$ cat src/rtl/mem_arbiter.sv
// mem_arbiter: two-port round-robin arbiter in front of a single shared BRAM.
//
// Ports
//   clk, resetn                 clock (rising edge), asynchronous active-low reset
//   m0_* / m1_*                 requester ports (0 = CPU, 1 = loader/debug):
//                               req/addr/wdata/mask/we in; ack/rdata/err out
//   memAddress, memWriteData,   shared BRAM address/data/lane mask/write strobe,
//   byteMask, memWrite          driven only during the ACCESS cycle
//   memReadData                 BRAM read data, one cycle after the address
//
// Each access takes IDLE -> ACCESS -> RESP: req sampled at edge N, BRAM
// cycle during N+1, one-cycle ack during N+2. Accesses outside
// [BASE_MEMORY, TOP_MEMORY] complete with err=1 and never strobe memWrite.
//
// Build option: define MEM_ARB_FIXED_PRIO_EN to make port 0 always win
// simultaneous requests; otherwise the arbitration is round-robin.

module mem_arbiter #(
  parameter logic [31:0] BASE_MEMORY = 32'h0000_0000,
  parameter logic [31:0] TOP_MEMORY  = 32'h0000_01ff
) (
  input  logic        clk,
  input  logic        resetn,
  input  logic        m0_req,
  input  logic        m1_req,
  input  logic [31:0] m0_addr,
  input  logic [31:0] m1_addr,
  input  logic [31:0] m0_wdata,
  input  logic [31:0] m1_wdata,
  input  logic [3:0]  m0_mask,
  input  logic [3:0]  m1_mask,
  input  logic        m0_we,
  input  logic        m1_we,
  output logic        m0_ack,
  output logic        m1_ack,
  output logic [31:0] m0_rdata,
  output logic [31:0] m1_rdata,
  output logic        m0_err,
  output logic        m1_err,
  output logic [31:0] memAddress,
  output logic [31:0] memWriteData,
  output logic [3:0]  byteMask,
  output logic        memWrite,
  input  logic [31:0] memReadData
);

  typedef enum logic [1:0] {
    IDLE   = 2'd0,
    ACCESS = 2'd1,
    RESP   = 2'd2
  } state_t;

  state_t      state_q;

  // Latched request attributes kept for the response phase
  logic        gnt_q;
  logic        we_q;
  logic        inwin_q;

  // Registered BRAM-side outputs (non-zero only during ACCESS)
  logic [31:0] mem_addr_q;
  logic [31:0] mem_wdata_q;
  logic [3:0]  mem_mask_q;
  logic        mem_write_q;

  // Registered response flags; rdN_q marks a read whose data must be passed on
  logic        ack0_q, ack1_q;
  logic        err0_q, err1_q;
  logic        rd0_q,  rd1_q;

`ifdef MEM_ARB_FIXED_PRIO_EN
`else
  logic        last_q;
`endif

  // Winner selection and its request fields
  logic        win_d;
  logic [31:0] addr_d;
  logic [31:0] wdata_d;
  logic [3:0]  mask_d;
  logic        we_d;
  logic        inwin_d;

  always_comb begin
    win_d = 1'b0;
    if (m0_req && m1_req) begin
`ifdef MEM_ARB_FIXED_PRIO_EN
      win_d = 1'b0;
`else
      win_d = ~last_q;
`endif
    end else begin
      win_d = m1_req;
    end
    addr_d  = win_d ? m1_addr  : m0_addr;
    wdata_d = win_d ? m1_wdata : m0_wdata;
    mask_d  = win_d ? m1_mask  : m0_mask;
    we_d    = win_d ? m1_we    : m0_we;
    // Single unsigned compare: the wrap of (addr - BASE) pushes addresses
    // below BASE above the window size, so both bounds are covered at once.
    inwin_d = (addr_d - BASE_MEMORY) <= (TOP_MEMORY - BASE_MEMORY);
  end

  always_ff @(posedge clk or negedge resetn) begin
    if (!resetn) begin
      state_q     <= IDLE;
      gnt_q       <= 1'b0;
      we_q        <= 1'b0;
      inwin_q     <= 1'b0;
      mem_addr_q  <= '0;
      mem_wdata_q <= '0;
      mem_mask_q  <= '0;
      mem_write_q <= 1'b0;
      ack0_q      <= 1'b0;
      ack1_q      <= 1'b0;
      err0_q      <= 1'b0;
      err1_q      <= 1'b0;
      rd0_q       <= 1'b0;
      rd1_q       <= 1'b0;
`ifdef MEM_ARB_FIXED_PRIO_EN
`else
      last_q      <= 1'b1;
`endif
    end else begin
      case (state_q)
        IDLE: begin
          if (m0_req || m1_req) begin
            state_q     <= ACCESS;
            gnt_q       <= win_d;
            we_q        <= we_d;
            inwin_q     <= inwin_d;
            mem_addr_q  <= addr_d;
            mem_wdata_q <= wdata_d;
            mem_mask_q  <= mask_d;
            mem_write_q <= we_d & inwin_d;
`ifdef MEM_ARB_FIXED_PRIO_EN
`else
            last_q      <= win_d;
`endif
          end
        end
        ACCESS: begin
          state_q     <= RESP;
          mem_addr_q  <= '0;
          mem_wdata_q <= '0;
          mem_mask_q  <= '0;
          mem_write_q <= 1'b0;
          ack0_q      <= ~gnt_q;
          ack1_q      <=  gnt_q;
          err0_q      <= ~gnt_q & ~inwin_q;
          err1_q      <=  gnt_q & ~inwin_q;
          rd0_q       <= ~gnt_q & ~we_q & inwin_q;
          rd1_q       <=  gnt_q & ~we_q & inwin_q;
        end
        RESP: begin
          state_q <= IDLE;
          ack0_q  <= 1'b0;
          ack1_q  <= 1'b0;
          err0_q  <= 1'b0;
          err1_q  <= 1'b0;
          rd0_q   <= 1'b0;
          rd1_q   <= 1'b0;
        end
        default: state_q <= IDLE;
      endcase
    end
  end

  assign memAddress   = mem_addr_q;
  assign memWriteData = mem_wdata_q;
  assign byteMask     = mem_mask_q;
  assign memWrite     = mem_write_q;

  assign m0_ack   = ack0_q;
  assign m1_ack   = ack1_q;
  assign m0_err   = err0_q;
  assign m1_err   = err1_q;
  // BRAM data arrives during RESP, so it is gated rather than registered
  assign m0_rdata = rd0_q ? memReadData : '0;
  assign m1_rdata = rd1_q ? memReadData : '0;

endmodule

$ cat config.mk
export PLATFORM = sky130hd
export DESIGN_NAME = mem_arbiter
export DESIGN_NICKNAME = d
export VERILOG_FILES = /design/src/rtl/mem_arbiter.sv
export SDC_FILE = /design/constraint.sdc
export NUM_CORES = 1
export LEC_CHECK = 0
export CORE_UTILIZATION = 25
export CTS_CLUSTER_SIZE = 24
export DETAILED_ROUTE_END_ITERATION = 10
export GPL_TIMING_DRIVEN = 0
export PLACE_DENSITY = 0.64
export SETUP_SLACK_MARGIN = 0.1
export SLEW_MARGIN = 20
export SYNTH_ARGS = -nofsm -noshare
export SYNTH_HDL_FRONTEND = slang
export SYNTH_SLANG_ARGS = --single-unit
export TNS_END_PERCENT = 100
$ cat constraint.sdc
create_clock -name clk -period 2.2 [get_ports clk]
set_input_delay 0.33 -clock clk [delete_from_list [all_inputs] [get_ports clk]]
set_output_delay 0.33 -clock clk [all_outputs]
set_load 0.01 [all_outputs]
## Word-level counts from Yosys, hierarchy flattened

Cells that the tools add are included.

- Flip-flop bits (word level): 81
- Bits of input ports: 174
- Output and inout port bits: 137
- Word-level logic and storage cells: 60

- Order comparisons: 1
- Equality and inequality tests: 3
- Multiplexer cells: 23
- Bitwise operators: 11
- Reductions and logical operators: 7

Operators by type and width:

| cell | number |
|---|---|
| 32-bit two-way mux | 6 |
| 32-bit one-hot mux with 2 select lines | 2 |
| 32-bit by 9-bit <= comparator with 1-bit output (second input constant) | 1 |
| 1-bit one-hot mux with 2 select lines | 7 |
| 4-bit two-way mux | 2 |
| 4-bit one-hot mux with 2 select lines | 1 |
| 1-bit bitwise AND | 7 |
| 1-bit inverter | 4 |
| 2-bit one-hot mux with 2 select lines | 1 |
| 2-bit AND reduction | 2 |
| 2-bit nonzero test | 2 |
| 1-bit two-way mux | 3 |
| 2-bit by 1-bit equality test with 1-bit output (second input constant) | 1 |
| 2-bit equality test (second input constant) | 1 |
| 2-bit zero test | 1 |
| 2-bit two-way mux | 1 |
| 2-bit != test (second input constant) | 1 |
| 1-bit logical AND | 1 |
| 1-bit logical OR | 1 |

## Longest topological paths before layout

Gate-level depths: netlist of the first run.

- Depth in word-level cells: 7
- Gate-level depth with buffers: 8
- Gate-level depth less buffers: 6

## Worst setup path after synthesis of the first run

OpenSTA, ideal clock, no wires.

- Path type: register to register
- Start point: reg state_q[0]
- End point: reg mem_addr_q[10] (netlist: memAddress[10])
- Setup time: 0.075 ns
- Arrival: 1.538 ns
- Data required time: 2.125 ns
- Slack: 0.587 ns
- Cell stages (with the launch flop): 8
- Path buffers: 2
- Period minus slack after synthesis: 1.613 ns
- Path through: dfrtp_1 -> inv_1 -> ha_1 -> nand2_1 -> o21ai_1 -> buf_4 -> buf_2 -> o2bb2ai_2

- Longest elaborated chain between the ends: 3
- Elaborated cells between the ends (all ways): 6

Ends and longest elaborated chain:

| element | line | source |
|---|---|---|
| start, declared | 53 | `state_t state_q;` |
| start signal, assigned | 106 | `state_q <= IDLE;` |
| start signal, assigned | 128 | `state_q <= ACCESS;` |
| start signal, assigned | 143 | `state_q <= RESP;` |
| 2-bit by 1-bit equality test with 1-bit output or 2-bit zero test (tied branches) | 125 | `case (state_q)` |
| 2-bit nonzero test (no source line) or 2-bit != test (tied branches) | - |  |
| 2-bit AND reduction (no source line) | - |  |
| end signal, assigned | 132 | `mem_addr_q <= addr_d;` |
| end, declared | 61 | `logic [31:0] mem_addr_q;` |

Parallel ways exist; a longest one is shown, timed or not.
A chain may end at the register's enable or synchronous reset.

## Worst setup path after layout of the first run

- Start point: reg rd0_q
- End point: out m0_rdata[3]

- Longest elaborated chain between the ends: 1

Ends and longest elaborated chain:

| element | line | source |
|---|---|---|
| start, declared | 69 | `logic rd0_q, rd1_q;` |
| start signal, assigned | 152 | `rd0_q <= ~gnt_q & ~we_q & inwin_q;` |
| 32-bit two-way mux | 179 | `assign m0_rdata = rd0_q ? memReadData : '0;` |
| end, declared | 36 | `output logic [31:0] m0_rdata,` |

Every way passes these cells.

==> impl.org, run 1 <==
** Floorplan
- The initial utilization of the core area, before any placement, comes to 25.7%.
- Area inside the core boundary :: 0.0167 mm²
- Height of the die :: 133 µm
- Std-Cell Rows :: 47
- IO Pins :: 311
- The floorplan step defined a die boundary enclosing 0.0177 mm².
- Width of the chip :: 133 µm

** Worst setup path
- Largest fanout on the critical path :: 10
- Max stage delay cell, worst path :: sky130_fd_sc_hd__clkdlybuf4s50_1
- At the worst endpoint, the required time is 1.87 ns.
- STA classifies the critical path endpoint as an output port.
- R2R setup slack :: 0.22 ns
- Arrival time reported for the critical path endpoint :: 1.68 ns
- Launch instance of the worst register-to-register path :: state_q[0]$_DFFE_PN0P_
- Broken down by cell family, the worst path's largest delay share belongs to buffers and inverters.
- The worst register-to-register path ends at memAddress[13]$_DFFE_PN0P_.
- Launching element type of the critical path :: flip-flop
- On the worst path, the slowest cell contributes a delay of 0.53 ns.
- Measured in cells, the most critical reg-to-reg path has a length of 7.
- Walking the worst path, the cells encountered are clkbuf_2 > and2_1 > clkdlybuf4s50_1.
- Buf/Inv on CP :: 2
- Worst setup path category :: flip-flop to output port

** Detailed routing
- ANT nets after route :: 0
- Dividing the detail-routed wire length by the instance count gives 17.5 µm.
- DRC violations left :: 0
- Vias/cell :: 4.62
- Summed over all layers, the routed wires come to 16000 µm.
- Iteration-0 DRC count of the detailed router :: 100
- Pre-antenna DRT Iters :: 4
- Across all layers, the routed design uses 4229 vias.

** Run status
- The run finished with clean final reports.

** CTS
- Counting along the longest clock path gives a buffer depth of 2.
- Clock Pin Slew Worst Setup and Hold Paths :: 0.06 ns
- At the later pin of the worst-skew pair, clock insertion delay measures 0.34 ns.
- The tree built by TritonCTS fans out to 81 sinks.
- CTS built an H-tree with a depth of 3.
- The root buffer cell chosen for the clock tree is sky130_fd_sc_hd__clkbuf_16.
- Num CTS Buffers :: 9
- Once the clock tree was built, the setup fixing pass inserted 0 buffers.
- CTS tree :: built

** Synthesis
- Fraction of the mapped netlist area in compound gates :: 17.7%
- Post-synthesis cell area :: 0.00429 mm²
- Xor/xnor cell area share of the yosys netlist :: 0%
- Flip-flop and latch count after synthesis :: 81
- Dividing the synthesized area by the synthesized cell count gives 11.7 µm².
- Summing the areas of all fa, ha and maj instances in the mapped netlist gives 0.874% of the synthesized area.
- Syn Nets :: 545
- In the synthesized netlist, the number of instances is 368.
- In the synthesized netlist, mux cells make up 16.9% of the area.
- Synth Warn # :: 0
- Fraction of the mapped netlist area in simple logic gates :: 12.9%
- Summing the sequential cell areas from Yosys gives 47.2% of the chip area.
- Counting distinct cell types in the post-synthesis netlist gives 33.
- Main combinational cell family by area after synthesis :: compound AO/OA/AOI/OAI gates

** Placed design
- During placement, the flow inserted port buffers numbering 310.
- # placed instances :: 899
- Half-perimeter wire length after placement :: 13000 µm
- The congestion estimate from routability-driven global placement came to 0.828.
- Placed inst area :: 0.00769 mm²

** Cells and area
- The multi-input combinational cells in the finished layout cover a total of 0.00208 mm².
- Ratio of cells with drive above 1 in the final layout :: 7.90%
- Non-filler cells, final :: 916
- The net count of the finished layout is 868.
- The repair_antennas step left the layout with diodes totalling 0.
- Finished layout cell area :: 0.00802 mm²
- Fill cell count :: 1483
- The sequential cells in the finished layout cover a total of 0.00203 mm².
- End-of-flow core utilization :: 48.0%
- From synthesis to final layout, the design area changed by 86.7%.

** STA
- The smallest clock period supported by the final layout is computed as 2.01 ns.
- Headroom to the max-slew limit came out at 63.0%.
- Setup total negative slack on the finished layout was measured at 0 ns.
- Between clock sinks in the finished design, the worst skew comes to 0.00744 ns.
- Final period util :: 91.5%
- Static timing analysis puts the maximum clock frequency at 497 MHz.
- The final count of hold timing violations was 0.
- Slew at the pin with the worst max-slew slack :: 0.556 ns
- Number of endpoints failing setup at the final stage :: 0
- The number of pins with negative max-slew slack in the final report was 0.
- Setup repair after global routing left no endpoint under its margin.

** Global route
- The number of antenna violations at the first check in global routing was 0.
- Entering global routing, the biggest net connects 43 pins.
- All-layer global routing usage :: 18.2%
- Grt total ovfl :: 0
- The via count of the first global-routing pass is 4548.
- The first global-routing pass estimated 24800 µm of wire.

** Hold path
- The startpoint identified for the worst hold timing path is memWriteData[10]$_DFFE_PN0P_.
- The min-delay analysis places its worst path in the category flip-flop to flip-flop.
- Number of cells on the worst hold path :: 1
- For hold timing, the worst endpoint is memWriteData[10]$_DFFE_PN0P_.

** Power and ir drop
- The design draws 7460 µW.
- Worst IR Drop VDD :: 477 µV
- Dividing total power by cell area gives a power density of 931 mW/mm².
- Leakage dissipation :: 0.00324 µW

** Job
- Reported max-cap violation count :: 0
==> kinds of logic (layout without fill, tap and decap cells) <==
kind of cell | Yosys count | count (layout)
simple gates | 92 | 92
compound gates | 83 | 83
flops | 81 | 81
mux | 72 | 72
buf+inv | 37 | 365
fa+ha+maj | 3 | 3
==> worst max-delay path by stage <==
stage	depth (start not counted)	to	slack [ns]	from
after global placement	1	m1_ack$_DFFE_PN0P_	-2.14	resetn
after detailed placement	7	memAddress[10]$_DFFE_PN0P_	-0.15	m1_req
after CTS	3	m0_rdata[3]	0.15	rd0_q$_DFFE_PN0P_
after floorplan	7	memAddress[10]$_DFFE_PN0P_	0.59	state_q[0]$_DFFE_PN0P_
final	3	m0_rdata[3]	0.19	rd0_q$_DFFE_PN0P_
after global routing	3	m1_rdata[21]	0.10	rd1_q$_DFFE_PN0P_
==> cell type report <==
class,count,area share (%)
buffer,30,2.15
inverter,7,0.328
timing repair buffer,312,39.1
multi-input combinational,250,25.9
clock inverter,6,0.812
sequential,81,25.3
clock buffer,10,2.98
tap,220,3.43
==> cell usage after synthesis, drive strengths merged <==
master | n | area [µm²]
o2bb2ai | 68 | 658
and2 | 64 | 400
dfstp | 1 | 26.3
nor2b | 1 | 6.26
or2 | 1 | 6.26
nor3 | 2 | 10.0
nor4 | 10 | 62.6
nand3 | 3 | 15.0
nand4 | 2 | 12.5
nor2 | 4 | 15.0
nand3b | 1 | 7.51
mux2 | 3 | 33.8
dfrtp | 80 | 2000
inv | 7 | 26.3
buf | 14 | 104
clkbuf | 16 | 60.1
nand2b | 1 | 6.26
nand2 | 3 | 11.3
a31oi | 1 | 6.26
o32ai | 2 | 17.5
o21ai | 6 | 33.8
o22ai | 1 | 6.26
mux2i | 69 | 691
a22o | 2 | 17.5
ha | 3 | 37.5
a21boi | 2 | 15.0
a21oi | 1 | 5.00
==> power breakdown <==
| group | internal, µW | leakage, µW | switching (µW) | total (µW) |
|---|---|---|---|---|
| clock network | 912 | 0.000149 | 615 | 1530 |
| registers | 2030 | 0.00106 | 308 | 2330 |
| logic | 1830 | 0.00204 | 1770 | 3600 |
| total | 4770 | 0.00324 | 2690 | 7460 |
==> stage by stage <==
| step | hold WS (ns) | worst slack (ns) |
|---|---|---|
| floorplan | 0.0344 | 0.587 |
| global placement | 0.469 | -2.14 |
| detailed placement | 0.358 | -0.147 |
| CTS | 0.491 | 0.152 |
| global route | 0.502 | 0.104 |
| finish | 0.484 | 0.187 |
==> sequential cells by signal (all words and copies together) (netlist names) <==
register      count
byteMask          4
gnt_q             1
inwin_q           1
last_q            1
m0_ack            1
m0_err            1
m1_ack            1
m1_err            1
memAddress       32
memWrite          1
memWriteData     32
rd0_q             1
rd1_q             1
state_q           2
we_q              1
==> layer usage <==
layer | wire length [µm] | share of wire [%] | vias to the layer above | track usage (%)
met5 | 0 | 0 | - | 0
met4 | 315 | 2.0 | 0 | 6.07
met3 | 1400 | 8.7 | 20 | 5.59
met2 | 8370 | 52 | 219 | 34.1
met1 | 5940 | 37 | 1990 | 19.2
li1 | - | - | 2000 | -
==> layout by cell type (no fill, tap or decap), types with 3 or more instances in the layout <==
master / count
sky130_fd_sc_hd__dfrtp_1: 80
sky130_fd_sc_hd__nor2_1: 4
sky130_fd_sc_hd__clkbuf_1: 9
sky130_fd_sc_hd__mux2i_1: 69
sky130_fd_sc_hd__mux2_2: 3
sky130_fd_sc_hd__and2_1: 64
sky130_fd_sc_hd__inv_1: 7
sky130_fd_sc_hd__o2bb2ai_2: 10
sky130_fd_sc_hd__nand3_1: 3
sky130_fd_sc_hd__buf_2: 6
sky130_fd_sc_hd__nor4_1: 10
sky130_fd_sc_hd__o21ai_0: 4
sky130_fd_sc_hd__buf_4: 7
sky130_fd_sc_hd__nand2_1: 3
sky130_fd_sc_hd__clkbuf_16: 9
sky130_fd_sc_hd__clkdlybuf4s50_1: 309
sky130_fd_sc_hd__o2bb2ai_1: 58
sky130_fd_sc_hd__clkbuf_2: 6
sky130_fd_sc_hd__ha_1: 3
sky130_fd_sc_hd__buf_6: 3
==> timing repair <==
| item | CTS | global route |
|---|---|---|
| endpoints found under the hold margin | 37 | 0 |
| hold buffers | 1 | 0 |
| setup endpoints to repair | 72 | 8 |
| resized for setup | 7 | 3 |
| cloned | 0 | 0 |
Note: power is estimated with default switching activity, not from simulation.
==> run 2, diff against run 1 <==
--- a/config.mk
+++ b/config.mk
@@ -9,6 +9,7 @@
 export CTS_CLUSTER_SIZE = 24
 export DETAILED_ROUTE_END_ITERATION = 10
 export GPL_TIMING_DRIVEN = 0
+export HOLD_SLACK_MARGIN = 0.03
 export PLACE_DENSITY = 0.64
 export SETUP_SLACK_MARGIN = 0.1
 export SLEW_MARGIN = 20
==> results of run 2 <==
Final layout, timing and power as in run 1 (identical DEF).
==> run 3, diff against run 2 <==
--- a/config.mk
+++ b/config.mk
@@ -5,6 +5,7 @@
 export SDC_FILE = /design/constraint.sdc
 export NUM_CORES = 1
 export LEC_CHECK = 0
+export CAP_MARGIN = 20
 export CORE_UTILIZATION = 25
 export CTS_CLUSTER_SIZE = 24
 export DETAILED_ROUTE_END_ITERATION = 10
@@ -16,4 +17,3 @@
 export SYNTH_ARGS = -nofsm -noshare
 export SYNTH_HDL_FRONTEND = slang
 export SYNTH_SLANG_ARGS = --single-unit
-export TNS_END_PERCENT = 100
==> results of run 3 <==
Final layout, timing and power as in run 1 (identical DEF).
